`src/rtl/wb_clint.sv`:
```
// wb_clint: Wishbone CLINT slave (msip, mtimecmp, mtime) driving xint_mtip_o/xint_msip_o, one-cycle ack/err
module wb_clint #(
  parameter int PRESCALER = 1,
  parameter int OFFSET_BITS = 16
) (
  input  logic        clk_i,
  input  logic        rst_i,
  input  logic        wbs_cyc_i,
  input  logic        wbs_stb_i,
  input  logic        wbs_we_i,
  input  logic [3:0]  wbs_sel_i,
  input  logic [31:0] wbs_addr_i,
  input  logic [31:0] wbs_dat_i,
  output logic [31:0] wbs_dat_o,
  output logic        wbs_ack_o,
  output logic        wbs_err_o,
  output logic        xint_mtip_o,
  output logic        xint_msip_o
);
  localparam int PW = PRESCALER > 1 ? $clog2(PRESCALER) : 1;
  logic [PW-1:0] pre;
  logic [63:0] mtime, mtimecmp;
  logic msip;
  logic [OFFSET_BITS-1:0] off;
  logic req, hit, wr, tick;
  logic s_msip, s_cmp_lo, s_cmp_hi, s_mt_lo, s_mt_hi;
  logic [31:0] rdata;
  logic unused;
  function automatic logic [31:0] merge(input logic [31:0] o, input logic [31:0] n, input logic [3:0] s);
    logic [31:0] r;
    for (int i = 0; i < 4; i++) r[8*i+:8] = s[i] ? n[8*i+:8] : o[8*i+:8];
    return r;
  endfunction
  assign off = wbs_addr_i[OFFSET_BITS-1:0];
  assign unused = ^wbs_addr_i[31:OFFSET_BITS];
  assign s_msip = off == OFFSET_BITS'(16'h0000);
  assign s_cmp_lo = off == OFFSET_BITS'(16'h4000);
  assign s_cmp_hi = off == OFFSET_BITS'(16'h4004);
  assign s_mt_lo = off == OFFSET_BITS'(16'hBFF8);
  assign s_mt_hi = off == OFFSET_BITS'(16'hBFFC);
  assign hit = (off[1:0] == 2'b00) & (s_msip | s_cmp_lo | s_cmp_hi | s_mt_lo | s_mt_hi);
  assign req = wbs_cyc_i & wbs_stb_i & ~wbs_ack_o & ~wbs_err_o;
  assign wr = req & hit & wbs_we_i;
  assign tick = pre == PW'(PRESCALER - 1);
  always_comb begin
    rdata = s_msip ? {31'b0, msip} :
            s_cmp_lo ? mtimecmp[31:0] :
            s_cmp_hi ? mtimecmp[63:32] :
            s_mt_lo ? mtime[31:0] :
            s_mt_hi ? mtime[63:32] : 32'b0;
  end
  always_ff @(posedge clk_i) begin
    if (rst_i) begin
      wbs_ack_o <= 1'b0;
      wbs_err_o <= 1'b0;
      wbs_dat_o <= '0;
      xint_mtip_o <= 1'b0;
      pre <= '0;
      mtime <= '0;
      mtimecmp <= '1;
      msip <= 1'b0;
    end else begin
      wbs_ack_o <= req & hit;
      wbs_err_o <= req & ~hit;
      if (req) wbs_dat_o <= hit ? rdata : '0;
      pre <= tick ? '0 : pre + PW'(1);
      if (wr & s_mt_lo) mtime[31:0] <= merge(mtime[31:0], wbs_dat_i, wbs_sel_i);
      else if (wr & s_mt_hi) mtime[63:32] <= merge(mtime[63:32], wbs_dat_i, wbs_sel_i);
      else if (tick) mtime <= mtime + 64'd1;
      if (wr & s_cmp_lo) mtimecmp[31:0] <= merge(mtimecmp[31:0], wbs_dat_i, wbs_sel_i);
      if (wr & s_cmp_hi) mtimecmp[63:32] <= merge(mtimecmp[63:32], wbs_dat_i, wbs_sel_i);
      if (wr & s_msip & wbs_sel_i[0]) msip <= wbs_dat_i[0];
      xint_mtip_o <= mtime >= mtimecmp;
    end
  end
  assign xint_msip_o = msip;
endmodule

```
`config.mk`:
```
export PLATFORM = sky130hd
export DESIGN_NAME = wb_clint
export DESIGN_NICKNAME = d
export VERILOG_FILES = /design/src/rtl/wb_clint.sv
export SDC_FILE = /design/constraint.sdc
export NUM_CORES = 1
export LEC_CHECK = 0
export ABC_AREA = 0
export CELL_PAD_IN_SITES_DETAIL_PLACEMENT = 0
export CELL_PAD_IN_SITES_GLOBAL_PLACEMENT = 1
export CORE_AREA = 3 3 156 158
export DETAILED_ROUTE_END_ITERATION = 16
export DIE_AREA = 0 0 159 161
export GPL_TIMING_DRIVEN = 0
export PLACE_DENSITY = 0.93
export SLEW_MARGIN = 15
export SYNTH_ARGS = -nofsm -noshare
export SYNTH_HDL_FRONTEND = slang
export SYNTH_SLANG_ARGS = --single-unit
```
`constraint.sdc`:
```
create_clock -name clk_i -period 5.2 [get_ports clk_i]
set_clock_uncertainty 0.1 [all_clocks]
set_input_delay 1.04 -clock clk_i [delete_from_list [all_inputs] [get_ports clk_i]]
set_output_delay 1.04 -clock clk_i [all_outputs]
set_load 0.02 [all_outputs]
```
### Word level (Yosys, flattened, before mapping)

Cells that the tools add are included.

| cells by class | value |
|---|---|
| $add $sub $neg | 2 |
| $lt $le $gt $ge | 1 |
| equal/unequal tests | 15 |
| multiplexer cells | 14 |
| bitwise operators | 22 |
| reductions and logical operators | 19 |

Operator list:

| operator | count |
|---|---|
| $mux W32 | 9 |
| $add A64 B1 Y64 const B | 1 |
| $ge A64 B64 Y1 | 1 |
| $mux W64 | 1 |
| $eq A16 B15 Y1 const B | 2 |
| $eq A16 B16 Y1 const B | 2 |
| $mux W8 | 4 |
| $reduce_and A3 Y1 | 8 |
| $ne A2 B2 Y1 const B | 9 |
| $logic_not A16 Y1 | 1 |
| $reduce_and A2 Y1 | 8 |
| $and A1 B1 Y1 | 13 |
| $not A1 Y1 | 5 |
| $ne A2 B1 Y1 const B | 2 |
| $or A1 B1 Y1 | 4 |
| $logic_not A2 Y1 | 1 |
| $reduce_or A2 Y1 | 1 |
| $add A1 B1 Y1 const B | 1 |

| word-level totals | value |
|---|---|
| flip-flop bits (word level) | 165 |
| bits of input ports | 73 |
| output and inout port bits | 36 |
| logic and storage cells | 95 |

### Logic depth before layout (Yosys ltp)

Gate-level depths: netlist (run 1).

| depth | value |
|---|---|
| depth in word-level cells | 11 |
| gate-level depth with buffers | 10 |
| mapped depth without buffers | 8 |

### Worst setup path after synthesis (run 1)

No wires, ideal clock.

| timing path | value |
|---|---|
| path type | input to register |
| start point | input wbs_addr_i[1] |
| end point | register mtime[21] |
| arrival | 2.773 ns |
| slack | 2.195 ns |
| stages on the path | 8 |
| cells stage by stage | or3b_4 or4_4 or3_1 buf_6 buf_6 and2_1 o21ai_1 a21oi_1 |

| on the way | value |
|---|---|
| cells in the longest elaborated chain, start to end | 11 |
| elaborated cells between the ends (all ways) | 20 |

Ends and longest elaborated chain:

| what | RTL line | RTL |
|---|---|---|
| from (decl) | 12 | `input logic [31:0] wbs_addr_i,` |
| $eq A16 B15 Y1 or $logic_not A16 Y1 (tied branches) | 37, 36 |  |
| $or A1 B1 Y1 (4 in series) | 41 | `assign hit = (off[1:0] == 2'b00) & (s_msip \| s_cmp_lo \| s_cmp_hi \| s_mt_lo \| s_mt_hi);` |
| $and A1 B1 Y1 | 41 |  |
| $and A1 B1 Y1 (2 in series) | 43 | `assign wr = req & hit & wbs_we_i;` |
| $and A1 B1 Y1, on equally long branches | 67, 68 |  |
| $ne A2 B2 Y1 (no source line) or $ne A2 B1 Y1 (tied branches) | - |  |
| $reduce_and A3 Y1 (no source line) | - |  |
| to (signal assigned) | 67 | `if (wr & s_mt_lo) mtime[31:0] <= merge(mtime[31:0], wbs_dat_i, wbs_sel_i);` |
| to (signal assigned) | 69 | `else if (tick) mtime <= mtime + 64'd1;` |
| to (decl) | 22 | `logic [63:0] mtime, mtimecmp;` |

Parallel ways exist; a longest one is shown, timed or not.
A chain may end at the register's enable or synchronous reset.

### Worst setup path after layout (run 1)

| timing path | value |
|---|---|
| start point | input wbs_addr_i[12] |
| end point | register wbs_dat_o[10] |

| on the way | value |
|---|---|
| cells in the longest elaborated chain, start to end | 7 |
| elaborated cells between the ends (all ways) | 16 |

Ends and longest elaborated chain:

| what | RTL line | RTL |
|---|---|---|
| $eq A16 B16 Y1, or another cell as far along | 40 | `assign s_mt_hi = off == OFFSET_BITS'(16'hBFFC);` |
| $mux W32 or $or A1 B1 Y1 (tied branches) | 50, 41 |  |
| $mux W32 or $or A1 B1 Y1 (tied branches) | 49, 41 |  |
| $mux W32 or $or A1 B1 Y1 (tied branches) | 48, 41 |  |
| $mux W32 or $or A1 B1 Y1 (tied branches) | 47, 41 |  |
| $mux W32 or $and A1 B1 Y1 (tied branches) | 46, 41 |  |
| $mux W32 (*) | 65 | `if (req) wbs_dat_o <= hit ? rdata : '0;` |
| to (signal assigned) | 65 |  |
| to (decl) | 14 | `output logic [31:0] wbs_dat_o,` |

Mark *: on every way between the ends. The rest lies on a longest branch, timed or not.

==> results of run 1 <==
layout make-up:
type                            instances  area, µm²  share of cell area
Buffer                                 97        434              0.0348
Clock buffer                           17        425              0.0341
Clock inverter                         15        191              0.0153
Inverter                               74        278              0.0223
Multi-Input combinational cell       1024       6530               0.523
Sequential cell                       165       3300               0.265
Tap cell                              319        399              0.0320
Timing Repair Buffer                   92        921              0.0738
per-stage QoR:
step / total power (µW) / hold slack (ps) / cell area [µm²]
after CTS: 2810 / 358 / 12500
after detailed placement: 1470 / 343 / 11900
after global placement: 1460 / 335 / 11900
after floorplan: 1360 / 368 / 10500
after global routing: 2880 / 374 / 12500
final: 2810 / 353 / 12500
state kept, by name, summed over array words and instances (netlist names):
| name | cells |
|---|---|
| xint_mtip_o | 1 |
| wbs_err_o | 1 |
| mtime | 64 |
| pre | 1 |
| xint_msip_o | 1 |
| wbs_dat_o | 32 |
| wbs_ack_o | 1 |
| mtimecmp | 64 |
critical path, cell delays in order:
cell,delay [ps]
clkdlybuf4s50_1,480
nand4_1,220
nor4_1,430
buf_2,320
and2_1,160
clkbuf_1,460
clkbuf_1,610
a221oi_1,220
o31ai_1,230
metal layers:
layer  global-route usage  up-vias
li1                     -     5267
met2                0.483      702
met3               0.0813      125
met4                0.117        0
met5                    0        -
met1                0.440     5298
cells in the final DEF, fill, tap and decap left out, drive strengths merged, types with 8 or more instances in the layout:
cell type and count:
nand2 205, dfxtp 165, a21oi 111, clkdlybuf4s50 92
clkbuf 83, inv 82, nor2 70, o21ai 67
ha 65, o211ai 51, nand4 43, nand3 37
o31ai 37, a221oi 32, buf 31, nor3 29
a21o 28, and3 27, and2 27, nor4 27
a211oi 24, mux2i 19, and4 11, o22ai 11
or3 10, or4 10, a31oi 8
logic make-up (layout without fill, tap and decap cells):
| kind of cell | count (synthesis) | in the layout | synth area share |
|---|---|---|---|
| compound gates | 422 | 422 | 0.271 |
| mux | 19 | 19 | 0.0180 |
| flops | 165 | 165 | 0.313 |
| fa+ha+maj | 65 | 65 | 0.0772 |
| buf+inv | 171 | 295 | 0.0676 |
| simple gates | 517 | 517 | 0.253 |
| other cells | 1 | 1 | 0.000356 |
where the power goes:
part / internal (µW) / switching (µW)
Clock: 771 / 594
Sequential: 1270 / 3.70
Combinational: 60.4 / 113
Total: 2100 / 710
path summary, 6_finish.rpt:
kind,end,slack [ps],cells after the start
hold / removal,wbs_dat_o[14],350,2
setup reg to reg,mtime[40],1730,8
hold reg to reg,wbs_dat_o[14],350,2
setup / recovery,wbs_dat_o[10],1290,9
==> impl_metrics.tcl, run 1 <==
set metrics [dict create \
    drc 0 \
    cts_root_buffer "clkbuf_16" \
    crit_required_ps 5460 \
    drt_iter0_drc 1426 \
    post_cts_buffers 0 \
    area_growth_pct 18.4 \
    synth.distinct_cells 73 \
    power-per-cell-area_mw_per_mm2 225 \
    status "complete, no violations" \
    synth_flop_cell "dfxtp_1" \
    antenna_found_initial 0 \
    holdBufCountCts 0 \
    final_cells 1803 \
    maxSlewHeadroom 0.377 \
    port_buffers 92 \
    endpoint_kind "flip-flop" \
    fin_util 0.537 \
    yosysMostFrequentCell "nand2_1" \
    overflow 0 \
    hold_viol_final 0 \
    hp-class "reg2reg" \
    critPathMaxFanout 10 \
    grt_pass1_wl_um 63900 \
    worstSkewPairLatency_ps 440 \
    synth_area_leader_cell "dfxtp_1" \
    synth_common_cells "nand2_1 (205), dfxtp_1 (165), a21oi_1 (110), inv_1 (73), nor2_1 (70)" \
    dieHeight_um 161 \
    place.gp.congestion 1.00 \
    grt_usage 0.319 \
    finalSetupViolCount 0 \
    holdCritStartpoint "wbs_dat_o[14]" \
    via_per_inst 6.32 \
    max-cap-violations 0 \
    fillers 2357 \
    rsz0062_at_grt "no" \
    highest_layer "met4" \
    worst-setup-path-type "in2reg" \
    drive_gt1_frac 0.0620 \
    wl_um 41300 \
    worstReg2RegStart "mtime[0]" \
    ant_nets 0 \
    slew_violations 0 \
    ir_drop_v 0.000163 \
    synthesis.area_mm2 0.0105 \
    diodes 0 \
    die_w_um 159 \
    vias 11400 \
    ys_seq_area_frac 0.313 \
    fin_crit_sh 0.752 \
    place_ws_ps 961 \
    synthTopCellsByArea "dfxtp_1 (31%), ha_1 (7.7%), nand2_1 (7.3%)" \
    cts-htree-levels 4 \
    cts_inserted_buffers 17 \
    coreArea_mm2 0.0233 \
    syn_inst 1360 \
    start_util 0.453 \
    routed-wl-met2_um 17400 \
    grt_pass1_vias 10800 \
    core.rowCount 56 \
    synth_edf_count 0 \
    fin_crit_ps 3910 \
    dp.cells 1771 \
    syn_area_per_cell_um2 7.75 \
    finalSetupTns_ps 0 \
    grt_max_degree 17 \
    clock_path_buffers 2 \
    synth_top_area_share 0.313 \
    worst_ep_arrival_time_ps 4170 \
    ys_warn_count 0 \
    total_leakage_power_uw 0.00513 \
    wl_per_cell_um 22.9 \
    clock.fmax_ghz 0.256 \
    wl_met1_um 17200 \
    syn_nets 1498 \
    dr.pass1.iters 5 \
    path_clk_slew_ps 70 \
    synthArstFlopShare 0 \
    startpoint "wbs_addr_i[12]" \
    wl_met3_um 4790 \
    worst_slack_ps 1290 \
    cts_sinks 165 \
    worstMarginPinSlew_ps 926 \
    crit_path_start_kind "input pin" \
    layout.nets 1609 \
    cts-resized-gates 0 \
    ios 109 \
    hpwlAfterDp_um 30800 \
    die-area_mm2 0.0256 \
    tritoncts "done" \
    ys_ff_latch 165 \
]
(Power assumes the default switching activity.)
==> run 2: changes to the inputs <==
CORE_AREA = 3 3 161 163   (was 3 3 156 158)
DIE_AREA = 0 0 164 166   (was 0 0 159 161)
PLACE_DENSITY = 0.88   (was 0.93)
clock period = 3.62 ns   (was 5.2 ns; I/O delays follow)
==> impl_metrics.tcl, run 2 (synthesis gave the netlist of run 1 again) <==
set metrics [dict create \
    status "complete, no violations" \
    area_growth_pct 18.2 \
    rsz0062_at_grt "no" \
    ir_drop_v 0.000211 \
    cts-htree-levels 4 \
    worstPathBufferInverterCount 1 \
    place.gp.congestion 1.00 \
    die_w_um 164 \
    worstMarginPinSlew_ps 1320 \
    crit_required_ps 3860 \
    worst-setup-path-type "reg2reg" \
    drt_iter0_drc 1322 \
    tritoncts "done" \
    path_clk_slew_ps 70 \
    worst_slack_ps 112 \
    dr.pass1.iters 7 \
    fin_util 0.509 \
    final_cell_mix "nand2_1 (205), dfxtp_1 (165), a21oi_1 (110)" \
    maxSlewHeadroom 0.110 \
    cts_inserted_buffers 17 \
    ios 109 \
    slew_violations 0 \
    start_util 0.431 \
    coreArea_mm2 0.0245 \
    dieHeight_um 166 \
    ant_nets 0 \
    critPathMaxFanout 10 \
    dp.cells 1776 \
    cts_sinks 165 \
    die-area_mm2 0.0272 \
    grt_usage 0.305 \
    cp_cell_sequence "ha_1, nand3_1, nor2_1, nand4_4, clkbuf_1, o41ai_1, a21oi_1, a211oi_1" \
    layout_commonest_cell "nand2_1" \
    grt_pass1_vias 10800 \
    port_buffers 92 \
    multi_input_area_mm2 0.00653 \
    power_frac_comb 0.063 \
    power-per-cell-area_mw_per_mm2 319 \
    p_int_uw 3010 \
    crit_path_start_kind "flip-flop" \
    total_leakage_power_uw 0.00512 \
    cts_root_buffer "clkbuf_16" \
    grt_pass1_wl_um 64200 \
    clock.fmax_ghz 0.285 \
    seqPwrFrac 0.459 \
    clock_path_buffers 2 \
    holdBufCountCts 0 \
    swShare 0.241 \
    overflow 0 \
    fin_crit_ps 3510 \
    max_stage_delay_ps 730 \
    wl_um 42400 \
    final-seq-area_mm2 0.00330 \
    wl_per_cell_um 23.5 \
    vias 11400 \
    worst_ep_arrival_time_ps 3740 \
    via_per_inst 6.33 \
    post_cts_buffers 0 \
    drive_gt1_frac 0.0615 \
    switchingPower_uw 957 \
    fin_crit_sh 0.969 \
    layout.nets 1609 \
    antenna_found_initial 0 \
    diodes 0 \
    p_clk_frac 0.477 \
    top_regs "mtime: 64 flops, mtimecmp: 64 flops, wbs_dat_o: 32 flops" \
    place_ws_ps -272 \
    fillers 2443 \
    hp-class "reg2reg" \
    cpMaxStageDelayCell "nor2_1" \
    hpwlAfterDp_um 31800 \
    hold_viol_final 0 \
    max-cap-violations 0 \
    drc 0 \
    core.rowCount 57 \
    grt_max_degree 17 \
    finalSetupViolCount 0 \
    critPathTopFamily "simple AND/OR/NAND/NOR gates" \
    finalSetupTns_ps 0 \
    endpoint_kind "flip-flop" \
    worstSkewPairLatency_ps 430 \
    final_cells 1804 \
]
[run 2: stage by stage]
step	power [µW]	cell area, µm²	hold WS (ps)
2_1_floorplan	1950	10500	368
3_3_place_gp	2110	11900	335
3_5_place_dp	2110	11900	340
4_1_cts	3960	12400	355
5_1_grt	4060	12500	374
6_report	3970	12500	349
[run 2: final timing paths]
path                       from             to  slack, ps  depth (start not counted)
hold / removal    wbs_dat_o[16]  wbs_dat_o[16]        350                          2
setup / recovery       mtime[0]      mtime[40]        110                          8
hold reg to reg   wbs_dat_o[16]  wbs_dat_o[16]        350                          2
setup reg to reg       mtime[0]      mtime[40]        110                          8
[run 2: repair_timing]
| item | in CTS | in global routing |
|---|---|---|
| endpoints found under the hold margin | 0 | 0 |
| gates resized for setup | 0 | 7 |
| endpoints found under the setup margin | 0 | 43 |
[run 2: final cells by class]
type | count | share of cell area
buffer | 97 | 0.0352
multi-input combinational | 1024 | 0.524
tap | 324 | 0.0325
clock inverter | 9 | 0.0104
inverter | 74 | 0.0223
clock buffer | 19 | 0.0364
timing repair buffer | 92 | 0.0739
sequential | 165 | 0.265
[run 2: metal layers]
| metal | vias up | wire length [µm] | part of all wire | track usage |
|---|---|---|---|---|
| li1 | 5278 | - | - | - |
| met4 | 0 | 1480 | 0.035 | 0.105 |
| met1 | 5395 | 18500 | 0.44 | 0.435 |
| met5 | - | 0 | 0 | 0 |
| met2 | 648 | 18000 | 0.43 | 0.455 |
| met3 | 92 | 4390 | 0.10 | 0.0661 |
[run 2: power by group through the flow]
stage	Sequential (µW)	Clock (µW)	Combinational, µW
3_3_place_gp	1860	0	243
4_1_cts	1820	1900	244
5_1_grt	1820	1970	261
6_report	1820	1890	251
3_5_place_dp	1860	0	243
2_1_floorplan	1860	0	85.8
[run 2: worst min-delay path, stage by stage (launching register included)]
cell and delay [ps]:
dfxtp_1 320, nand2_1 50, o31ai_1 50
==> run 3: changes to the inputs <==
CORE_AREA = 2 2 160 162   (was 3 3 161 163)
DIE_AREA = 0 0 162 164   (was 0 0 164 166)
SLEW_MARGIN = 20   (was 15)
==> impl_metrics.tcl, run 3 (synthesis gave the netlist of run 1 again) <==
set metrics [dict create \
    endpoint_kind "flip-flop" \
    diodes 0 \
    hold_path_end "wbs_dat_o[19]" \
    fin_hold_ws_ps 349 \
    port_buffers 92 \
    rrSetupSlack_ps 170 \
    clock.fmax_ghz 0.289 \
    grt_max_degree 17 \
    crit_required_ps 3870 \
    crit_path_start_kind "input pin" \
    finalSetupViolCount 0 \
    wl_um 41400 \
    tritoncts "done" \
    total_leakage_power_uw 0.00510 \
    final_cells 1814 \
    overflow 0 \
    cts_root_buffer "clkbuf_16" \
    worstSkewPairLatency_ps 450 \
    seqPwrFrac 0.470 \
    slew_violations 0 \
    area_growth_pct 18.2 \
    worst_slack_ps 163 \
    worst_ep_arrival_time_ps 3710 \
    path_clk_slew_ps 60 \
    power_frac_comb 0.064 \
    drive_gt1_frac 0.0613 \
    coreArea_mm2 0.0248 \
    fin_crit_ps 3460 \
    place.gp.congestion 0.972 \
    place_ws_ps -293 \
    ios 109 \
    post_cts_buffers 0 \
    cts-htree-levels 4 \
    reg2reg_to "mtime[40]" \
    layout_commonest_cell "nand2_1" \
    worst-setup-path-type "in2reg" \
    critPathMaxFanout 10 \
    max-cap-violations 0 \
    wl_per_cell_um 22.8 \
    layout.nets 1609 \
    hpwlAfterDp_um 31200 \
    ant_nets 0 \
    cts-resized-gates 0 \
    rsz0062_at_grt "no" \
    vias 11400 \
    dieHeight_um 164 \
    hold_viol_final 0 \
    hold_depth 2 \
    holdCritStartpoint "wbs_dat_o[19]" \
    antenna_found_initial 1 \
    fin_util 0.502 \
    die_w_um 162 \
    maxSlewHeadroom 0.345 \
    grt_usage 0.312 \
    grt_pass1_wl_um 62400 \
    holdBufCountCts 0 \
    swShare 0.254 \
    p_int_uw 2890 \
    dp.cells 1782 \
    fillers 2498 \
    drt_iter0_drc 1464 \
    drc 0 \
    worstMarginPinSlew_ps 974 \
    r2r.worst_path.cells 8 \
    power-per-cell-area_mw_per_mm2 311 \
    final_cell_mix "nand2_1 (205), dfxtp_1 (165), a21oi_1 (110)" \
    via_per_inst 6.29 \
    die-area_mm2 0.0266 \
    ir_drop_v 0.000301 \
    start_util 0.425 \
    hp-class "reg2reg" \
    p_clk_frac 0.466 \
    core.rowCount 58 \
    top_regs "mtime: 64 flops, mtimecmp: 64 flops, wbs_dat_o: 32 flops" \
    clock_path_buffers 2 \
    status "complete, no violations" \
    cts_inserted_buffers 17 \
    switchingPower_uw 983 \
    fin_crit_sh 0.955 \
    finalSetupTns_ps 0 \
    grt_pass1_vias 10500 \
    cts_sinks 165 \
    dr.pass1.iters 6 \
    worstReg2RegStart "mtime[0]" \
]
==> run 3: cell count changes in the layout (fill, tap and decap cells not counted), moves of 2 or more <==
cell        delta
clkinv_2       -2
clkinv_4       +2
clkbuf_1       +5
clkbuf_2       -2
bufinv_16      -2
clkinvlp_4     +3
==> run 3: worst max-delay path by stage <==
stage / startpoint / endpoint / cells past startpoint
after floorplan: wbs_addr_i[1] / mtime[21] / 8
after global placement: wbs_addr_i[4] / mtimecmp[8] / 8
after detailed placement: wbs_addr_i[3] / mtimecmp[13] / 8
after CTS: wbs_addr_i[3] / mtimecmp[8] / 8
after global routing: wbs_addr_i[12] / mtime[42] / 10
final: wbs_addr_i[12] / wbs_dat_o[29] / 9
==> run 3: power groups by stage <==
stage	Clock, µW	Combinational [µW]	Sequential (µW)
detailed placement	0	241	1860
floorplan	0	85.8	1860
global route	1870	258	1820
CTS	1810	241	1820
global placement	0	240	1860
finish	1800	248	1820
==> run 3: routing by layer <==
layer | track usage | wire [µm]
met3 | 0.0692 | 4540
met4 | 0.144 | 1900
met1 | 0.423 | 17600
met5 | 0.0189 | 35
met2 | 0.469 | 17300
==> run 3: per-stage QoR <==
| step | cell area, µm² | power, µW |
|---|---|---|
| after CTS | 12400 | 3870 |
| after floorplan | 10500 | 1950 |
| after detailed placement | 11900 | 2100 |
| after global placement | 11900 | 2100 |
| final | 12500 | 3880 |
| after global routing | 12500 | 3950 |
==> run 3: critical path, stage by stage <==
cell and delay, ps:
clkdlybuf4s50_1 480, nand4_1 220, nor4_1 420, buf_2 310
and2_1 160, clkbuf_1 430, clkbuf_1 490, a221oi_1 220
o31ai_1 240
==> run 3: final cells by class <==
class / instances / area [µm²] / area share
buffer: 97 / 435 / 0.0350
sequential: 165 / 3300 / 0.265
clock inverter: 10 / 100 / 0.00804
clock buffer: 22 / 464 / 0.0373
inverter: 74 / 278 / 0.0223
tap: 330 / 413 / 0.0332
timing repair buffer: 92 / 921 / 0.0739
multi-input combinational: 1024 / 6540 / 0.525
